File: config.mk
export PLATFORM = sky130hd
export DESIGN_NAME = muldiv_unit_flat
export DESIGN_NICKNAME = d
export VERILOG_FILES = /design/src/rtl/muldiv_pkg.sv /design/src/rtl/muldiv_if.sv /design/src/rtl/muldiv_unit.sv /design/src/flat_wrapper.sv
export SDC_FILE = /design/constraint.sdc
export NUM_CORES = 1
export LEC_CHECK = 0
export BUFFER_PORTS_ARGS = -buffer_cell sky130_fd_sc_hd__buf_2
export CAP_MARGIN = 20
export CORE_UTILIZATION = 25
export CTS_CLUSTER_SIZE = 14
export DETAILED_ROUTE_END_ITERATION = 10
export PLACE_DENSITY_LB_ADDON = 0.2
export SETUP_SLACK_MARGIN = 0.05
export SLEW_MARGIN = 10
export SYNTH_ARGS = -nofsm -noshare
export SYNTH_HDL_FRONTEND = slang
export SYNTH_SLANG_ARGS = --single-unit
File: constraint.sdc
create_clock -name clk -period 4.5 [get_ports clk]
set_input_delay 1.125 -clock clk [delete_from_list [all_inputs] [get_ports clk]]
set_output_delay 1.125 -clock clk [all_outputs]
set_load 0.02 [all_outputs]
File: src/rtl/muldiv_pkg.sv
// Shared op encodings, FSM state codes and the conditional-negate helper for muldiv_unit.
// The decoder in the control unit imports the same op constants.
package muldiv_pkg;

    localparam logic [2:0] OP_MULT  = 3'b000;
    localparam logic [2:0] OP_MULTU = 3'b001;
    localparam logic [2:0] OP_DIV   = 3'b010;
    localparam logic [2:0] OP_DIVU  = 3'b011;
    localparam logic [2:0] OP_MTHI  = 3'b100;
    localparam logic [2:0] OP_MTLO  = 3'b101;

    typedef logic [1:0] md_state_t;
    localparam md_state_t ST_IDLE = 2'd0;
    localparam md_state_t ST_RUN  = 2'd1;
    localparam md_state_t ST_FIX  = 2'd2;

    // Widest value the helper handles; covers the 2*WIDTH product for WIDTH <= 64.
    localparam int MD_MAX_W = 128;

    // Two's-complement negate when neg=1. Truncating the result to N bits gives the
    // N-bit negation, so callers zero-extend in and cast back down.
    function automatic logic [MD_MAX_W-1:0] cond_neg(input logic [MD_MAX_W-1:0] v,
                                                     input logic neg);
        return neg ? (~v + MD_MAX_W'(1)) : v;
    endfunction

endpackage

File: src/rtl/muldiv_if.sv
// Request/result bundle between the EX stage and muldiv_unit.
interface muldiv_if #(parameter int WIDTH = 32);

    logic             start;
    logic [2:0]       op;
    logic [WIDTH-1:0] a;
    logic [WIDTH-1:0] b;
    logic             busy;
    logic             done;
    logic             div_by_zero;
    logic [WIDTH-1:0] hi;
    logic [WIDTH-1:0] lo;

    modport master (output start, op, a, b,
                    input  busy, done, div_by_zero, hi, lo);
    modport slave  (input  start, op, a, b,
                    output busy, done, div_by_zero, hi, lo);

endinterface

File: src/rtl/muldiv_unit.sv
// Iterative MULT/MULTU/DIV/DIVU with HI/LO registers; WIDTH+2 cycle issue interval.
// MTHI/MTLO write HI/LO in a single idle cycle.
import muldiv_pkg::*;

module muldiv_unit #(
    parameter int WIDTH = 32
) (
    input logic     clk,
    input logic     rst,
    muldiv_if.slave bus
);

    localparam int CNT_W = $clog2(WIDTH + 1);
    localparam int W2    = 2 * WIDTH;

    md_state_t        state;
    logic [CNT_W-1:0] cnt;
    logic             is_div;
    logic             neg_res;
    logic             neg_rem;
    logic             dbz_cur;
    logic             dbz_flag;
    logic             done_r;
    logic [WIDTH-1:0] opnd;
    logic [WIDTH-1:0] a_raw;
    logic [WIDTH-1:0] rem;
    logic [W2-1:0]    acc;
    logic [WIDTH-1:0] hi_r;
    logic [WIDTH-1:0] lo_r;

    logic             op_md;
    logic             op_div;
    logic             op_signed;
    logic             sa;
    logic             sb;
    logic [WIDTH-1:0] mag_a;
    logic [WIDTH-1:0] mag_b;
    logic [WIDTH:0]   mul_sum;
    logic [WIDTH:0]   div_shift;
    logic             div_ge;
    logic [W2-1:0]    prod;
    logic [WIDTH-1:0] fix_hi;
    logic [WIDTH-1:0] fix_lo;

    assign op_md     = (bus.op == OP_MULT) || (bus.op == OP_MULTU) ||
                       (bus.op == OP_DIV)  || (bus.op == OP_DIVU);
    assign op_div    = (bus.op == OP_DIV)  || (bus.op == OP_DIVU);
    assign op_signed = (bus.op == OP_MULT) || (bus.op == OP_DIV);
    assign sa        = op_signed && bus.a[WIDTH-1];
    assign sb        = op_signed && bus.b[WIDTH-1];
    assign mag_a     = WIDTH'(cond_neg(MD_MAX_W'(bus.a), sa));
    assign mag_b     = WIDTH'(cond_neg(MD_MAX_W'(bus.b), sb));

    // Shift-add step: add multiplicand into the upper half when the current multiplier bit is set.
    assign mul_sum   = {1'b0, acc[W2-1:WIDTH]} + (acc[0] ? {1'b0, opnd} : '0);
    // Restoring-division step: quotient bits shift out of acc[WIDTH-1] into the remainder.
    assign div_shift = {rem, acc[WIDTH-1]};
    assign div_ge    = (div_shift >= {1'b0, opnd});

    always_comb begin
        prod   = '0;
        fix_hi = '0;
        fix_lo = '0;
        if (is_div) begin
            if (dbz_cur) begin
                fix_hi = a_raw;
                fix_lo = '1;
            end else begin
                fix_lo = WIDTH'(cond_neg(MD_MAX_W'(acc[WIDTH-1:0]), neg_res));
                fix_hi = WIDTH'(cond_neg(MD_MAX_W'(rem), neg_rem));
            end
        end else begin
            prod             = W2'(cond_neg(MD_MAX_W'(acc), neg_res));
            {fix_hi, fix_lo} = prod;
        end
    end

    always_ff @(posedge clk) begin
        if (rst) begin
            state    <= ST_IDLE;
            cnt      <= '0;
            is_div   <= 1'b0;
            neg_res  <= 1'b0;
            neg_rem  <= 1'b0;
            dbz_cur  <= 1'b0;
            dbz_flag <= 1'b0;
            done_r   <= 1'b0;
            opnd     <= '0;
            a_raw    <= '0;
            rem      <= '0;
            acc      <= '0;
            hi_r     <= '0;
            lo_r     <= '0;
        end else begin
            done_r <= 1'b0;
            case (state)
                ST_IDLE: begin
                    if (bus.start) begin
                        if (op_md) begin
                            state    <= ST_RUN;
                            cnt      <= CNT_W'(WIDTH);
                            is_div   <= op_div;
                            neg_res  <= sa ^ sb;
                            neg_rem  <= sa;
                            dbz_cur  <= op_div && (bus.b == '0);
                            dbz_flag <= 1'b0;
                            a_raw    <= bus.a;
                            rem      <= '0;
                            if (op_div) begin
                                acc  <= {{WIDTH{1'b0}}, mag_a};
                                opnd <= mag_b;
                            end else begin
                                acc  <= {{WIDTH{1'b0}}, mag_b};
                                opnd <= mag_a;
                            end
                        end else if (bus.op == OP_MTHI) begin
                            hi_r <= bus.a;
                        end else if (bus.op == OP_MTLO) begin
                            lo_r <= bus.a;
                        end
                    end
                end
                ST_RUN: begin
                    if (is_div) begin
                        if (div_ge)
                            rem <= WIDTH'(div_shift - {1'b0, opnd});
                        else
                            rem <= div_shift[WIDTH-1:0];
                        acc <= {acc[W2-1:WIDTH], acc[WIDTH-2:0], div_ge};
                    end else begin
                        acc <= {mul_sum, acc[WIDTH-1:1]};
                    end
                    cnt <= cnt - CNT_W'(1);
                    if (cnt == CNT_W'(1))
                        state <= ST_FIX;
                end
                ST_FIX: begin
                    hi_r     <= fix_hi;
                    lo_r     <= fix_lo;
                    done_r   <= 1'b1;
                    dbz_flag <= dbz_cur;
                    state    <= ST_IDLE;
                end
                default: state <= ST_IDLE;
            endcase
        end
    end

    assign bus.busy        = (state != ST_IDLE);
    assign bus.done        = done_r;
    assign bus.div_by_zero = dbz_flag;
    assign bus.hi          = hi_r;
    assign bus.lo          = lo_r;

endmodule

File: src/flat_wrapper.sv
// flat-port wrapper written by rule: the top's interface ports become plain ports
module muldiv_unit_flat 
#(
    parameter int WIDTH = 32
)
  (clk, rst, bus_start, bus_op, bus_a, bus_b, bus_busy, bus_done, bus_div_by_zero, bus_hi, bus_lo);
  muldiv_if #(.WIDTH(WIDTH)) bus_i ();
  input logic clk;
  input logic rst;
  input wire logic [$bits(bus_i.start)-1:0] bus_start;
  input wire logic [$bits(bus_i.op)-1:0] bus_op;
  input wire logic [$bits(bus_i.a)-1:0] bus_a;
  input wire logic [$bits(bus_i.b)-1:0] bus_b;
  output wire logic [$bits(bus_i.busy)-1:0] bus_busy;
  output wire logic [$bits(bus_i.done)-1:0] bus_done;
  output wire logic [$bits(bus_i.div_by_zero)-1:0] bus_div_by_zero;
  output wire logic [$bits(bus_i.hi)-1:0] bus_hi;
  output wire logic [$bits(bus_i.lo)-1:0] bus_lo;
  assign bus_i.start = bus_start;
  assign bus_i.op = bus_op;
  assign bus_i.a = bus_a;
  assign bus_i.b = bus_b;
  assign bus_busy = bus_i.busy;
  assign bus_done = bus_i.done;
  assign bus_div_by_zero = bus_i.div_by_zero;
  assign bus_hi = bus_i.hi;
  assign bus_lo = bus_i.lo;
  muldiv_unit #(.WIDTH(WIDTH)) u_core (.clk(clk), .rst(rst), .bus(bus_i));
endmodule
==> flow_summary.ini <==
[run]
cap_viol_max_count = 0

[die]
initial_core_util_pct = 25.3
fp.dieW_um = 266
num_rows = 96
core_area_um2 = 68700
dieArea_um2 = 70500
die_h_um = 266
num_io_pins = 137

[sta]
tightest_slew_ps = 944
period_minus_slack_ps = 3730
setup_tns_ps = 0
fin_ws_ps = 767
skew_ps = 18.0
timing_hold_violations_final = 0
relSlewSlack_pct = 37.1
setup_viol = 0
grt_setup_unrepaired = no
slew_viol_final = 0
finalCritPeriodShare_pct = 83.0
fmax_mhz = 268

[yosys]
synth_cell_type_count = 80
yosysTopAreaCell = dfxtp_1
synth_edf_count = 0
yosysWarningCount = 0
syn-num-nets = 2489
synth.area.top_cells = dfxtp_1 (27%), nand2_1 (6.6%), a21oi_1 (6.1%)
synthFlopType = dfxtp_1
syn_area_um2 = 17400
ys_ff_latch = 238
synthCells = 2347
syn-mean-instance-area_um2 = 7.40
async_flop_share_pct = 0
synth_top_area_share_pct = 27.4
yosysMostFrequentCell = nand2_1
synthTopCellsByCount = nand2_1 (305), nor2_1 (246), dfxtp_1 (238), a21oi_1 (210), o21ai_0 (181)
synth-seq-area-share_pct = 27.4

[layout]
insertedDiodeCount = 0
drive_gt1_share_pct = 12.3
multi_input_area_um2 = 11700
final_util_pct = 29.3
fin_nets = 2555
final_cells = 3367
nFillCells = 7495
area_growth_pct = 16.1
seq_area_um2 = 4770

[worst_hold_path]
hold_path_class = reg -> reg

[pwr]
leakage_nw = 7.82
vdd_ir_drop_max_v = 0.000367
swShare_pct = 32.8
power_frac_comb_pct = 21.9
p_per_area_nw_per_um2 = 319
internal-power_mw = 4.33
p_seq_share_pct = 35.9
p_sw_mw = 2.11
clkPwrFrac_pct = 42.2
total_power_mw = 6.44

[detailed_routing]
wirelength_um = 79300
viasPerCell = 5.42
drt-wirelength-per-cell_um = 23.6
antenna_left = 0
drtIter0Drc = 1833
drc = 0
dr.pass1.iters = 5
num_vias = 18200

[critical_path]
cp-start-kind = flip-flop
worst_ep_required_time_ps = 4940
cp-end-kind = flip-flop
slowest_stage = or4_1
path_cells = or4_1, nor2b_1, nand4_1, nor4_1, nand3b_1, o211ai_1, o311ai_1, o21ai_0, a211oi_1
max_stage_delay_ps = 720
crit_type = reg -> reg
crit_arrival_ps = 4170
cp_max_fo = 8

[placed_design]
placed_cells = 3311
io_buffers = 136
gp_congestion = 0.903
hpwl_um = 61100
place_ws_ps = 562

[grt]
grt_use_total_pct = 21.7
grt_pass1_vias = 16900
grt-ovfl-total = 0
grt_pass1_wl_um = 115000
antenna_found_initial = 3
grt_max_degree = 53

[cts]
htree_levels = 1
post_cts_resized = 0
cts.hold.buffers_added = 0
clockRootBuffer = clkbuf_16
cts_buffers = 31
cts_setup_buffers = 0
clkSinkCount = 238
clock_latency_ps = 600
clockBufferDepth = 3
clk_pin_slew_worst_paths_ps = 60
cts_tree = done

[outcome]
status = completed
layer usage:
metal	part of all wire, %	wire, um	vias up	track usage, %
met5	0.020	16	-	0.277
met4	3.0	2420	4	6.41
met3	8.0	6330	107	4.13
met2	41	32600	719	31.6
met1	48	38000	8791	31.8
li1	-	-	8626	-
placed cells by master (no fill, tap or decap), drive strengths merged, types with 25 or more instances in the layout:
cell    count
or3        25
o211ai     43
inv        70
a21o       37
nor3       44
nand2     305
dfxtp     238
o31ai      34
a211oi     34
nand3      38
buf       194
xnor2     112
o221ai     26
a21oi     210
clkbuf     40
xor2       86
o21ai     186
ha         70
nor2      246
mux2i      50
cell type report:
type,instances,area share [%]
Multi-Input combinational cell,1878,58.2
Sequential cell,238,23.7
Tap cell,931,5.78
Timing Repair Buffer,194,5.60
Clock buffer,40,4.36
Inverter,70,1.30
Clock inverter,16,1.06
worst paths after layout:
| path | slack [ps] | cells past startpoint | start | endpoint |
|---|---|---|---|---|
| max reg2reg | 770 | 9 | u_core.acc[12] | u_core.bus.hi[26] |
| max | 770 | 9 | u_core.acc[12] | u_core.bus.hi[26] |
| min | 450 | 2 | u_core.bus.hi[4] | u_core.bus.hi[4] |
| min reg2reg | 450 | 2 | u_core.bus.hi[4] | u_core.bus.hi[4] |
power by group through the flow:
stage / clock network, mW / registers [mW] / logic (mW)
after floorplan: 0 / 2.31 / 0.886
after global placement: 0 / 2.35 / 1.38
after detailed placement: 0 / 2.35 / 1.38
after CTS: 2.76 / 2.30 / 1.39
after global routing: 2.84 / 2.31 / 1.52
final: 2.72 / 2.31 / 1.41
worst max-delay path, delay by kind of cell, from the launching register on:
family             cells  cell delay [ps]
DFF                    1              440
and+or+nand+nor        5             2270
AOI/OAI and AO/OA      4              860
sequential cells by signal, summed over array words and instances (netlist names):
name / count
u_core.acc: 64
u_core.a_raw: 32
u_core.bus.hi: 32
u_core.bus.lo: 32
u_core.opnd: 32
u_core.rem: 32
u_core.cnt: 6
u_core.state: 2
u_core.bus.div_by_zero: 1
u_core.bus.done: 1
u_core.dbz_cur: 1
u_core.is_div: 1
u_core.neg_rem: 1
u_core.neg_res: 1
stage by stage:
stage | cell area (um2) | hold WS, ps
3_3_place_gp | 19100 | 429
2_1_floorplan | 17400 | 416
6_report | 20200 | 446
3_5_place_dp | 19100 | 438
4_1_cts | 20200 | 451
5_1_grt | 20200 | 461
cells by family (layout without fill, tap and decap cells):
logic type                 Yosys count  after routing  share of synthesized area (%)
DFF                                238            238                           27.4
and+or+nand+nor                    799            799                           21.0
adders and majority gates           72             72                           5.28
AOI/OAI and AO/OA                  745            745                           27.4
buffers and inverters              231            320                           5.07
xor gates and xnor gates           198            198                           9.99
muxes                               64             64                           3.81
Power figures use the tool's default switching activity.
